--- config.mk ---
export PLATFORM = sky130hd
export DESIGN_NAME = wb_regfile
export DESIGN_NICKNAME = d
export VERILOG_FILES = /design/src/rtl/wb_regfile.sv
export SDC_FILE = /design/constraint.sdc
export NUM_CORES = 2
export LEC_CHECK = 0
export BUFFER_PORTS_ARGS = -buffer_cell sky130_fd_sc_hd__buf_2
export CORE_MARGIN = 1
export CORE_UTILIZATION = 45
export CTS_CLUSTER_DIAMETER = 40
export DETAILED_ROUTE_END_ITERATION = 12
export PLACE_DENSITY = 0.64
export SLEW_MARGIN = 0
export SYNTH_ARGS = -nofsm -noshare
export SYNTH_HDL_FRONTEND = slang
export SYNTH_SLANG_ARGS = --single-unit
--- constraint.sdc ---
create_clock -name clk -period 4.1 [get_ports clk]
set_clock_uncertainty 0.1 [all_clocks]
set_input_delay 0.82 -clock clk [delete_from_list [all_inputs] [get_ports clk]]
set_output_delay 0.82 -clock clk [all_outputs]
set_load 0.1 [all_outputs]
--- src/rtl/wb_regfile.sv ---
// Writeback stage: final write-data mux, 32x32 GPR file with same-cycle
// write-through read bypass, retired-instruction counter and last-commit record.
module wb_regfile #(
    parameter int          WIDTH    = 32,
    parameter logic [31:0] LINK_OFS = 32'd8
) (
    input  logic             clk,
    input  logic             reset,
    input  logic             ValidW,
    input  logic             RegWriteW,
    input  logic [1:0]       WDSelW,
    input  logic [2:0]       MemOpW,
    input  logic [WIDTH-1:0] MDM,
    input  logic [WIDTH-1:0] AOM,
    input  logic [4:0]       WAM,
    input  logic [WIDTH-1:0] PCM,
    input  logic [4:0]       RA1D,
    input  logic [4:0]       RA2D,
    output logic [WIDTH-1:0] RD1D,
    output logic [WIDTH-1:0] RD2D,
    output logic [WIDTH-1:0] WDW,
    output logic             WEW,
    output logic [WIDTH-1:0] RetireCnt,
    output logic [4:0]       LastWAW,
    output logic [WIDTH-1:0] LastWDW,
    output logic [WIDTH-1:0] LastPCW
);

    // Little-endian sub-word selection; misaligned low address bits are ignored.
    function automatic logic [31:0] load_extend(input logic [2:0]  op,
                                                input logic [1:0]  addr,
                                                input logic [31:0] word);
        logic [15:0] half_v;
        logic [7:0]  byte_v;
        logic [31:0] res_v;
        half_v = addr[1] ? word[31:16] : word[15:0];
        case (addr)
            2'b00:   byte_v = word[7:0];
            2'b01:   byte_v = word[15:8];
            2'b10:   byte_v = word[23:16];
            2'b11:   byte_v = word[31:24];
            default: byte_v = word[7:0];
        endcase
        case (op)
            3'b001:  res_v = {{16{half_v[15]}}, half_v};
            3'b010:  res_v = {16'h0000, half_v};
            3'b011:  res_v = {{24{byte_v[7]}}, byte_v};
            3'b100:  res_v = {24'h000000, byte_v};
            default: res_v = word;
        endcase
        return res_v;
    endfunction

    logic [31:0] regs_r [0:31];
    logic [31:0] wdw_s;
    logic        wew_s;
    logic [31:0] rd1_s;
    logic [31:0] rd2_s;
    logic [31:0] retire_cnt_r;
    logic [4:0]  last_wa_r;
    logic [31:0] last_wd_r;
    logic [31:0] last_pc_r;

    // Write-back data select and effective write enable.
    always_comb begin
        wdw_s = AOM;
        case (WDSelW)
            2'b01:   wdw_s = load_extend(MemOpW, AOM[1:0], MDM);
            2'b10:   wdw_s = PCM + LINK_OFS;
            default: wdw_s = AOM;
        endcase
        wew_s = ValidW & RegWriteW & (WAM != 5'd0);
    end

    // Read ports: r0 hardwired to zero, then bypass of the in-flight write.
    always_comb begin
        rd1_s = 32'h0000_0000;
        rd2_s = 32'h0000_0000;
        if (RA1D == 5'd0) begin
            rd1_s = 32'h0000_0000;
        end else if (wew_s && (RA1D == WAM)) begin
            rd1_s = wdw_s;
        end else begin
            rd1_s = regs_r[RA1D];
        end
        if (RA2D == 5'd0) begin
            rd2_s = 32'h0000_0000;
        end else if (wew_s && (RA2D == WAM)) begin
            rd2_s = wdw_s;
        end else begin
            rd2_s = regs_r[RA2D];
        end
    end

    // Register file commit; entry 0 is never written because wew_s excludes r0.
    always_ff @(posedge clk or negedge reset) begin
        if (!reset) begin
            for (int i = 0; i < 32; i++) begin
                regs_r[i] <= 32'h0000_0000;
            end
        end else if (wew_s) begin
            regs_r[WAM] <= wdw_s;
        end
    end

    // Retire counter and last-commit trace record.
    always_ff @(posedge clk or negedge reset) begin
        if (!reset) begin
            retire_cnt_r <= 32'h0000_0000;
            last_wa_r    <= 5'd0;
            last_wd_r    <= 32'h0000_0000;
            last_pc_r    <= 32'h0000_0000;
        end else begin
            if (ValidW) begin
                retire_cnt_r <= retire_cnt_r + 32'd1;
            end
            if (wew_s) begin
                last_wa_r <= WAM;
                last_wd_r <= wdw_s;
                last_pc_r <= PCM;
            end
        end
    end

    assign WDW       = wdw_s;
    assign WEW       = wew_s;
    assign RD1D      = rd1_s;
    assign RD2D      = rd2_s;
    assign RetireCnt = retire_cnt_r;
    assign LastWAW   = last_wa_r;
    assign LastWDW   = last_wd_r;
    assign LastPCW   = last_pc_r;

endmodule

==> results.md <==
- Initial Util: a little under half
- Worst rel slew slack: ~15%
- CTS Buf Count: between 100 and 150
- Leak pwr: 32.03 nW
- Max Slew Vio Count: 0
- Total power: between 30 and 40 mW
- Clk_lat worst skew: approximately 0.76 ns
- Seq/Total Area, Yosys: a little under half
- Final min period: 4.135 ns
- Cell variety after synth: 86
- Drt wl/cell: between 20 and 30 um
- Failing checks: hold timing, setup timing
- Die height: 365.3 um
- Slowest Stage Delay on Critical Path: around 0.41 ns
- Vias in the first global route: roughly 48000
- Period utilization: 100.9%
- Maximum level of the CTS H-tree: 4
- Worst hold margin: -0.01161 ns
- Worst-path cell chain: buf_2 > buf_4 > xor2_1 > nor3_1 > and3_2 > buf_4 > nor3_1 > a2111oi_4 > buf_12
- # rows: 132
- Area share of the largest cell type after synthesis: 47.41%
- RePlAce Congestion: 0.9336
- Initial DRC count: ~5900
- Post-DP HPWL: between 100000 and 150000 um
- Pwr/cell area: 474.2 nW/um2
- Mapped Cells: about 5500
- Post-synth EDFFs: 0
- TritonRoute pass-1 iters: 5
- Fraction of registers with async set/reset: 100.0%
- Worst slew pin tran: between 1 and 1.5 ns
- Root buf cell: clkbuf_16
- Final hold violation count: 4
- Final #Nets: around 6000
- Worst path bufs/invs: 4
- Yosys warns: 0
- Class of the worst hold path: input port to asynchronous set/reset pin
- Synthesized flop and latch total: ~1100
- Critical Path Start Type: input port
- CTS Sinks: between 1000 and 1500
- Die footprint: between 100000 and 150000 um2
- CP Data Required Time: 3.18 ns
- Area growth syn-to-layout: 24.12%
- Predominant post-synthesis flop cell: dfrtp_1
- DRT Wirelength: roughly 220000 um
- CTS tree: done
- Final design utilization: between 50% and 60%
- Synth Area per Inst: 10.79 um2
- Commonest non-fill, non-tap cell in the layout: nand2_1
- CTS clk-pin slew, worst paths: ~0.060 ns
- Max Cap Violations: 0
- GRT overflow: 0
- Core area: between 100000 and 150000 um2
- I/O pins: roughly 320
- Synthesized area: slightly below 60000 um2
- Most frequent cells in the layout: nand2_1 (1257), dfrtp_1 (1125), o21ai_0 (997)
- Area contributors post-synth: dfrtp_1 (47%), mux4_2 (21%), o21ai_0 (8.5%), nand2_1 (8.0%), clkbuf_1 (2.7%)
- Syn_nets: 5625
- Ratio of cells with drive above 1 in the final layout: between 20% and 30%
- Status: finished, violations left
- Die width: 365.3 um
- Final setup viols: 1
- Unrepaired setup endpoints after global routing: yes
- Critical path class: input port to primary output
- Gr usage total: roughly a third
- IO buf count: approximately 320
- Remaining antenna violation count after routing: 0
- Worst-path fanout max: 13
- Longest Clk Path Bufs: 3
- Via count: 48710
- Slowest CP cell: nor3_1
- Worst vdd ir: 0.3830 mV
- Hold_buf cts: 0
- WP data arrival: about 3.2 ns
- Top delay family on crit path: simple AND/OR/NAND/NOR gates
- Vias per Instance: 6.322
- Maximum clock rate: about 0.24 GHz
- DRC Markers: 0
- CP endpoint kind: primary output
- First-pass GRT wire length: approximately 320000 um
- Yosys top cell by area: dfrtp_1
- Largest net degree at the start of global routing: 100
- Initial antenna violation count: 7
- Worst setup margin: -0.03547 ns
[cell families (layout without fill, tap and decap cells)]
family | after synthesis | after routing | synth area share, %
and+or+nand+nor | 1649 | 1649 | 11.39
AOI/OAI and AO/OA | 1344 | 1344 | 12.77
DFF | 1125 | 1125 | 47.41
muxes | 682 | 682 | 22.95
buffers and inverters | 634 | 1091 | 4.471
xor gates and xnor gates | 63 | 63 | 0.9292
adders and majority gates | 4 | 4 | 0.08428
other | 0 | 5 | 0
[power breakdown]
| group | leakage, nW | internal (mW) | switching, mW |
|---|---|---|---|
| sequential | 15.1 | 12.4 | 1.03 |
| combinational | 14.5 | 3.25 | 5.21 |
| clock | 2.34 | 7.85 | 5.18 |
| total | 32.0 | 23.5 | 11.4 |
[flip-flops by register name (all words and copies together), names as in the netlist]
| register | count |
|---|---|
| RetireCnt | 32 |
| LastPCW | 32 |
| LastWDW | 32 |
| regs_r | 1024 |
| LastWAW | 5 |
[Yosys cell counts (all sizes together) (13+ instances only)]
library cell / count
a211oi: 46
a21oi: 71
a221oi: 24
a31oi: 25
and3: 32
buf: 151
clkbuf: 427
dfrtp: 1125
inv: 54
mux2i: 132
mux4: 543
nand2: 1270
nand3: 45
nand4: 13
nor2: 153
nor2b: 17
nor3: 33
nor4: 13
o21ai: 1041
o221ai: 24
o22ai: 27
or2: 22
xnor2: 28
xor2: 35
[final timing paths]
| check | startpoint | endpoint | slack, ns | cells past startpoint |
|---|---|---|---|---|
| min in group clk | PCM[1] | LastPCW[1] | 0.19 | 3 |
| setup reg to reg | RetireCnt[2] | RetireCnt[25] | 1.93 | 6 |
| max in group asynchronous | reset | regs_r[926] | 2.71 | 2 |
| hold / removal | reset | regs_r[36] | -0.01 | 1 |
| hold reg to reg | regs_r[1011] | regs_r[1011] | 0.30 | 0 |
| setup / recovery | WAM[4] | RD1D[22] | -0.04 | 9 |
[repair_timing]
action | in CTS | in global routing
endpoints found under the setup margin | 15 | 26
setup buffers | 11 | 1
gates resized for setup | 33 | 27
gates cloned | 0 | 1
pin swaps | 20 | 17
hold endpoints to repair | 0 | 0
[metal layers]
layer  global-route usage (%)  up-vias  share of wire, %
met5                        0        -            0.0060
met4                    15.28        2               4.9
met3                    9.644      573                12
met2                    48.94     3050                44
met1                    45.34    24550                39
li1                         -    20535                 -
[cell type report]
| type | instances | area (um2) |
|---|---|---|
| diodes | 5 | 12.51 |
| clock buffers | 185 | 4048 |
| clock inverters | 72 | 844.6 |
| fillers | 10833 | 56440 |
| inverters | 56 | 214.0 |
| multi-input cells | 3742 | 29990 |
| flip-flops and latches | 1125 | 28150 |
| well taps | 1742 | 2180 |
| repair buffers | 778 | 8269 |
[per-stage QoR]
step	hold WS, ns	TNS (ns)	worst slack (ns)	instances	instance area, um2
6_report	-0.01161	-0.03547	-0.03547	7705	73710
2_1_floorplan	0.3383	-2.280	-0.2413	5501	60420
5_1_grt	0.03022	-0.04660	-0.01997	7703	73700
4_1_cts	0.01183	-0.03476	-0.03476	7698	73540
3_5_place_dp	0.2836	-2.170	-0.3270	7434	68460
3_3_place_gp	0.2764	-2.207	-0.3141	7434	68460
Note: power is estimated with default switching activity, not from simulation.
